File: config.mk
export PLATFORM = sky130hd
export DESIGN_NAME = bus_datapath
export DESIGN_NICKNAME = d
export VERILOG_FILES = /design/src/rtl/bus_datapath_pkg.sv /design/src/rtl/bus_datapath_reg32.sv /design/src/rtl/bus_datapath.sv
export SDC_FILE = /design/constraint.sdc
export NUM_CORES = 2
export LEC_CHECK = 0
export BUFFER_PORTS_ARGS = -buffer_cell sky130_fd_sc_hd__buf_2
export CORE_UTILIZATION = 30
export CTS_CLUSTER_DIAMETER = 60
export DETAILED_ROUTE_END_ITERATION = 10
export SYNTH_ARGS = -nofsm -noshare
export SYNTH_HDL_FRONTEND = slang
export SYNTH_HIERARCHICAL = 1
export SYNTH_SLANG_ARGS = --single-unit
File: constraint.sdc
create_clock -name clock -period 9.48 [get_ports clock]
set_clock_uncertainty 0.2 [all_clocks]
set_input_delay 1.422 -clock clock [delete_from_list [all_inputs] [get_ports clock]]
set_output_delay 1.422 -clock clock [all_outputs]
set_load 0.02 [all_outputs]
File: src/rtl/bus_datapath_pkg.sv
// Shared constants for the single-bus datapath: data width, the Rin/Rout
// index map and the position of the C-immediate field inside IR.
package bus_datapath_pkg;

    localparam int WIDTH     = 32;
    localparam int NUM_SEL   = 24;
    localparam int C_IMM_MSB = 18;

    localparam int IDX_R0     = 0;
    localparam int IDX_R1     = 1;
    localparam int IDX_R2     = 2;
    localparam int IDX_R3     = 3;
    localparam int IDX_R4     = 4;
    localparam int IDX_R5     = 5;
    localparam int IDX_R6     = 6;
    localparam int IDX_R7     = 7;
    localparam int IDX_R8     = 8;
    localparam int IDX_R9     = 9;
    localparam int IDX_R10    = 10;
    localparam int IDX_R11    = 11;
    localparam int IDX_R12    = 12;
    localparam int IDX_R13    = 13;
    localparam int IDX_R14    = 14;
    localparam int IDX_R15    = 15;
    localparam int IDX_HI     = 16;
    localparam int IDX_LO     = 17;
    localparam int IDX_ZHI    = 18;
    localparam int IDX_ZLO    = 19;
    localparam int IDX_PC     = 20;
    localparam int IDX_MDR    = 21;
    localparam int IDX_INPORT = 22;
    localparam int IDX_C      = 23;

endpackage

File: src/rtl/bus_datapath_reg32.sv
// Generic datapath register: synchronous clear has priority over the load enable.
module reg32 #(
    parameter int WIDTH = 32
) (
    input  logic             clock,
    input  logic             clear,
    input  logic             en_i,
    input  logic [WIDTH-1:0] d_i,
    output logic [WIDTH-1:0] q_o
);

    logic [WIDTH-1:0] reg_q;

    always_ff @(posedge clock) begin
        if (clear) begin
            reg_q <= '0;
        end else if (en_i) begin
            reg_q <= d_i;
        end
    end

    assign q_o = reg_q;

endmodule

File: src/rtl/bus_datapath.sv
// Single-bus 32-bit CPU datapath: bus-indexed register file, special
// registers and a zero-latency priority bus multiplexer.
module bus_datapath
    import bus_datapath_pkg::*;
#(
    parameter int WIDTH = bus_datapath_pkg::WIDTH
) (
    input  logic               clock,
    input  logic               clear,
    input  logic [WIDTH-1:0]   A,
    input  logic [WIDTH-1:0]   B,
    input  logic [WIDTH-1:0]   Mdatain,
    input  logic [NUM_SEL-1:0] Rin,
    input  logic [NUM_SEL-1:0] Rout,
    input  logic               IRin,
    input  logic               MARin,
    input  logic               RAout,
    input  logic               RBout,
    input  logic               RCout,
    input  logic               RZout,
    input  logic               RYin,
    input  logic               RAin,
    input  logic               RBin,
    input  logic               RCin,
    input  logic               RZin,
    input  logic               MDRread,
    output logic [WIDTH-1:0]   BusMuxOut,
    output logic [WIDTH-1:0]   IRout,
    output logic [WIDTH-1:0]   MARout,
    output logic [WIDTH-1:0]   RYout
);

    logic [WIDTH-1:0] bus_mux;
    logic [WIDTH-1:0] src_q [NUM_SEL];
    logic [WIDTH-1:0] mdr_d;
    logic [WIDTH-1:0] ir_q;
    logic [WIDTH-1:0] mar_q;
    logic [WIDTH-1:0] ra_q;
    logic [WIDTH-1:0] rb_q;
    logic [WIDTH-1:0] rc_q;
    logic [WIDTH-1:0] rz_q;
    logic [WIDTH-1:0] ry_q;
    logic             unused_rin_c;

    // Slot IDX_C has no register behind it, so its load enable goes nowhere.
    assign unused_rin_c = Rin[IDX_C];

    assign mdr_d = MDRread ? Mdatain : bus_mux;

    genvar gi;
    generate
        for (gi = 0; gi < IDX_C; gi++) begin : g_bus_regs
            if (gi == IDX_MDR) begin : g_mdr
                reg32 #(.WIDTH(WIDTH)) u_reg (
                    .clock (clock),
                    .clear (clear),
                    .en_i  (Rin[gi]),
                    .d_i   (mdr_d),
                    .q_o   (src_q[gi])
                );
            end else begin : g_gpr
                reg32 #(.WIDTH(WIDTH)) u_reg (
                    .clock (clock),
                    .clear (clear),
                    .en_i  (Rin[gi]),
                    .d_i   (bus_mux),
                    .q_o   (src_q[gi])
                );
            end
        end
    endgenerate

    assign src_q[IDX_C] = {{(WIDTH-C_IMM_MSB-1){ir_q[C_IMM_MSB]}}, ir_q[C_IMM_MSB:0]};

    reg32 #(.WIDTH(WIDTH)) u_ir  (.clock(clock), .clear(clear), .en_i(IRin),  .d_i(bus_mux), .q_o(ir_q));
    reg32 #(.WIDTH(WIDTH)) u_mar (.clock(clock), .clear(clear), .en_i(MARin), .d_i(bus_mux), .q_o(mar_q));
    reg32 #(.WIDTH(WIDTH)) u_ra  (.clock(clock), .clear(clear), .en_i(RAin),  .d_i(A),       .q_o(ra_q));
    reg32 #(.WIDTH(WIDTH)) u_rb  (.clock(clock), .clear(clear), .en_i(RBin),  .d_i(B),       .q_o(rb_q));
    reg32 #(.WIDTH(WIDTH)) u_rc  (.clock(clock), .clear(clear), .en_i(RCin),  .d_i(bus_mux), .q_o(rc_q));
    reg32 #(.WIDTH(WIDTH)) u_rz  (.clock(clock), .clear(clear), .en_i(RZin),  .d_i(bus_mux), .q_o(rz_q));
    reg32 #(.WIDTH(WIDTH)) u_ry  (.clock(clock), .clear(clear), .en_i(RYin),  .d_i(bus_mux), .q_o(ry_q));

    // Later assignments win: lowest Rout index beats RA..RZ, which beat B.
    always_comb begin
        bus_mux = B;
        if (RZout) bus_mux = rz_q;
        if (RCout) bus_mux = rc_q;
        if (RBout) bus_mux = rb_q;
        if (RAout) bus_mux = ra_q;
        for (int i = NUM_SEL - 1; i >= 0; i--) begin
            if (Rout[i]) bus_mux = src_q[i];
        end
    end

    assign BusMuxOut = bus_mux;
    assign IRout     = ir_q;
    assign MARout    = mar_q;
    assign RYout     = ry_q;

endmodule

==> impl_metrics.tcl <==
set metrics [dict create \
    worstMarginPinSlew_ps 1200 \
    syn_area_per_cell_um2 9.74 \
    ys_top_cells_by_count "nor2_1, mux2i_1, dfxtp_1, clkbuf_1, nand2_1" \
    crit_fanout 51 \
    power_per_cell_area_nw_per_um2 201 \
    clock_tree.root_cell "clkbuf_16" \
    drv_cap 0 \
    final_cell_area_um2 49400 \
    slowest_delay_ps 820 \
    synth_edf_count 0 \
    drt_iter0_drc 2885 \
    synthToLayoutAreaGrowth_pct 12.6 \
    wl_per_cell_um 21.8 \
    cts_max_level 3 \
    setup_tns_ps 0 \
    tritoncts "yes" \
    synth_nets 4660 \
    syn_area_um2 43900 \
    route.detailed.drc 0 \
    final_util_pct 34.2 \
    hp-start "u_ry/q_o[11]" \
    grt_pass1_wl_mm 214 \
    cp-start-kind "primary input" \
    multi_input_area_um2 21600 \
    clock_latency_ps 760 \
    post-place-ws_ps 2660 \
    crit_top_cell "buf_2" \
    postCtsSetupBuffers 0 \
    place_area_um2 45500 \
    synth_top_area_share_pct 43.8 \
    cts.clk_slew.worst_paths_ps 50 \
    synth_largest_area_cell "dfxtp_1" \
    hold_viol 0 \
    io_pins 286 \
    fp.dieW_um 384 \
    reg2reg_slack_ps 6060 \
    nets 4795 \
    cts_resized 0 \
    start_util_pct 30.4 \
    grt_max_degree 216 \
    ctsHoldBuffers 0 \
    cp.arrival_ps 5240 \
    place_congestion 0.860 \
    fin_crit_sh_pct 72.4 \
    required_ps 7860 \
    synth_most_common_cell "nor2_1" \
    drive_gt1_share_pct 13.6 \
    cp-end-kind "primary output" \
    slew_headroom_pct 20.3 \
    worstSetupPathType "primary input to primary output" \
    detail-route-antenna-nets 0 \
    yosys_most_used_dff "dfxtp_1" \
    total_leakage_power_nw 21.1 \
    ys_seq_area_share_pct 43.8 \
    synth_cells 4502 \
    core_area_um2 144000 \
    vias 34500 \
    max_freq_ghz 0.146 \
    row_count 139 \
    portBuffers 284 \
    worstReg2RegStart "u_ir/q_o[18]" \
    hold_path_class "flip-flop to flip-flop" \
    startpoint "Rout[7]" \
    ys_types 58 \
    numClockSinks 960 \
    finalWorstSetupSlack_ps 2610 \
    routed_wl_mm 144 \
    vias_per_cell 5.20 \
    ys_ff_latch 960 \
    synth-warning-count 6 \
    crit_chain "buf_2 > buf_4 > inv_1 > nand3_1 > o21bai_1 > nor3_1 > o221ai_1 > o31ai_4 > buf_2" \
    min_period_ps 6870 \
    fp.dieH_um 384 \
    totalPowerFinal_w 0.00990 \
    num-fill-cells 14800 \
    async_flop_share_pct 0 \
    numCtsBuffers 110 \
    setup_viol 0 \
    grt_pass1_vias 33800 \
    cp_slowest_cell "o31ai_4" \
    slew_viol_final 0 \
    irDropWorstVdd_v 0.000155 \
    antenna_found_initial 25 \
    firstDrtPassIters 5 \
    rsz0062_at_grt "no" \
    synthTopCellsByArea "dfxtp_1, mux2i_1, nor2_1" \
    clk_path_buf_depth 3 \
    hpwl_mm 96.7 \
    outcome "complete, no violations" \
    die_area_um2 148000 \
    grt_overflow 0 \
    ff_latch_area_um2 19200 \
    grt_usage_pct 18.9 \
]
cells in the final DEF (no fill, tap or decap), types with 17 or more instances in the layout:
cell       count
nor2_1      1043
mux2i_1      971
dfxtp_1      960
buf_2        283
nand2_1      176
o21ai_0      111
clkbuf_16    110
buf_4        102
o221ai_1      68
nor2b_1       65
a22oi_1       59
o22ai_1       56
a21oi_1       55
a211o_1       49
o211ai_1      40
a221oi_1      36
nand2b_1      35
a221o_1       33
clkbuf_8      32
mux2_2        31
nor3b_1       29
a31oi_1       29
o31ai_1       22
o22a_1        21
inv_1         20
nor3_1        19
clkbuf_1      19
o2111ai_1     18
o31a_1        18
clkinv_2      17
power by group:
| group | leakage [nW] | internal [W] | switching, W | total, W |
|---|---|---|---|---|
| Clock | 1.89 | 0.00260 | 0.00182 | 0.00442 |
| Sequential | 7.82 | 0.00421 | 0.0000952 | 0.00431 |
| Combinational | 11.4 | 0.000411 | 0.000764 | 0.00118 |
| Total | 21.1 | 0.00722 | 0.00268 | 0.00990 |
final cells by class:
cell class                      count  area share [%]
Clock buffer                      161            6.61
Sequential cell                   960            38.9
Inverter                           24           0.182
Timing Repair Buffer              387            4.49
Clock inverter                     43            1.17
Multi-Input combinational cell   3154            43.8
Antenna cell                        8          0.0405
Tap cell                         1903            4.82
final timing paths:
path / end / depth (start not counted)
worst min-delay path: u_ry/q_o[11] / 2
worst min register to register: u_ry/q_o[11] / 2
worst max-delay path: BusMuxOut[25] / 9
worst max register to register: g_bus_regs[4].g_gpr.u_reg/q_o[23] / 8
logic make-up (layout without fill, tap and decap cells):
logic type	after synthesis	after routing	synth area share, %
and+or+nand+nor	1414	1414	13.4
muxes	1003	1003	23.0
DFF	960	960	43.8
AOI/OAI and AO/OA	737	737	12.5
buffers and inverters	388	615	7.32
other	0	8	0
worst max-delay path, delay by kind of cell:
kind / cells / cell delay (ps)
buf+inv: 4 / 1310
simple gates: 2 / 1110
compound gates: 3 / 1310
registers in the layout, summed over array words and instances (netlist names):
signal                      flops
u_rz/q_o                       32
u_ir/q_o                       32
u_ry/q_o                       32
u_rb/q_o                       32
u_rc/q_o                       32
u_ra/q_o                       32
g_bus_regs.g_mdr.u_reg/q_o     32
u_mar/q_o                      32
g_bus_regs.g_gpr.u_reg/q_o    704
per-layer routing:
layer | vias up | wire (um) | GRT usage [%] | part of all wire, %
li1 | 16300 | - | - | -
met3 | 246 | 6580 | 2.74 | 4.6
met5 | - | 74 | 0 | 0.051
met1 | 17100 | 61400 | 23.5 | 42
met2 | 980 | 71200 | 32.8 | 49
met4 | 12 | 5230 | 7.05 | 3.6
through the flow:
step,instances,hold WS [ps]
6_report,6640,282
3_3_place_gp,6428,264
4_1_cts,6632,286
3_5_place_dp,6428,270
5_1_grt,6637,300
2_1_floorplan,4502,251
Note: power is estimated with default switching activity, not from simulation.
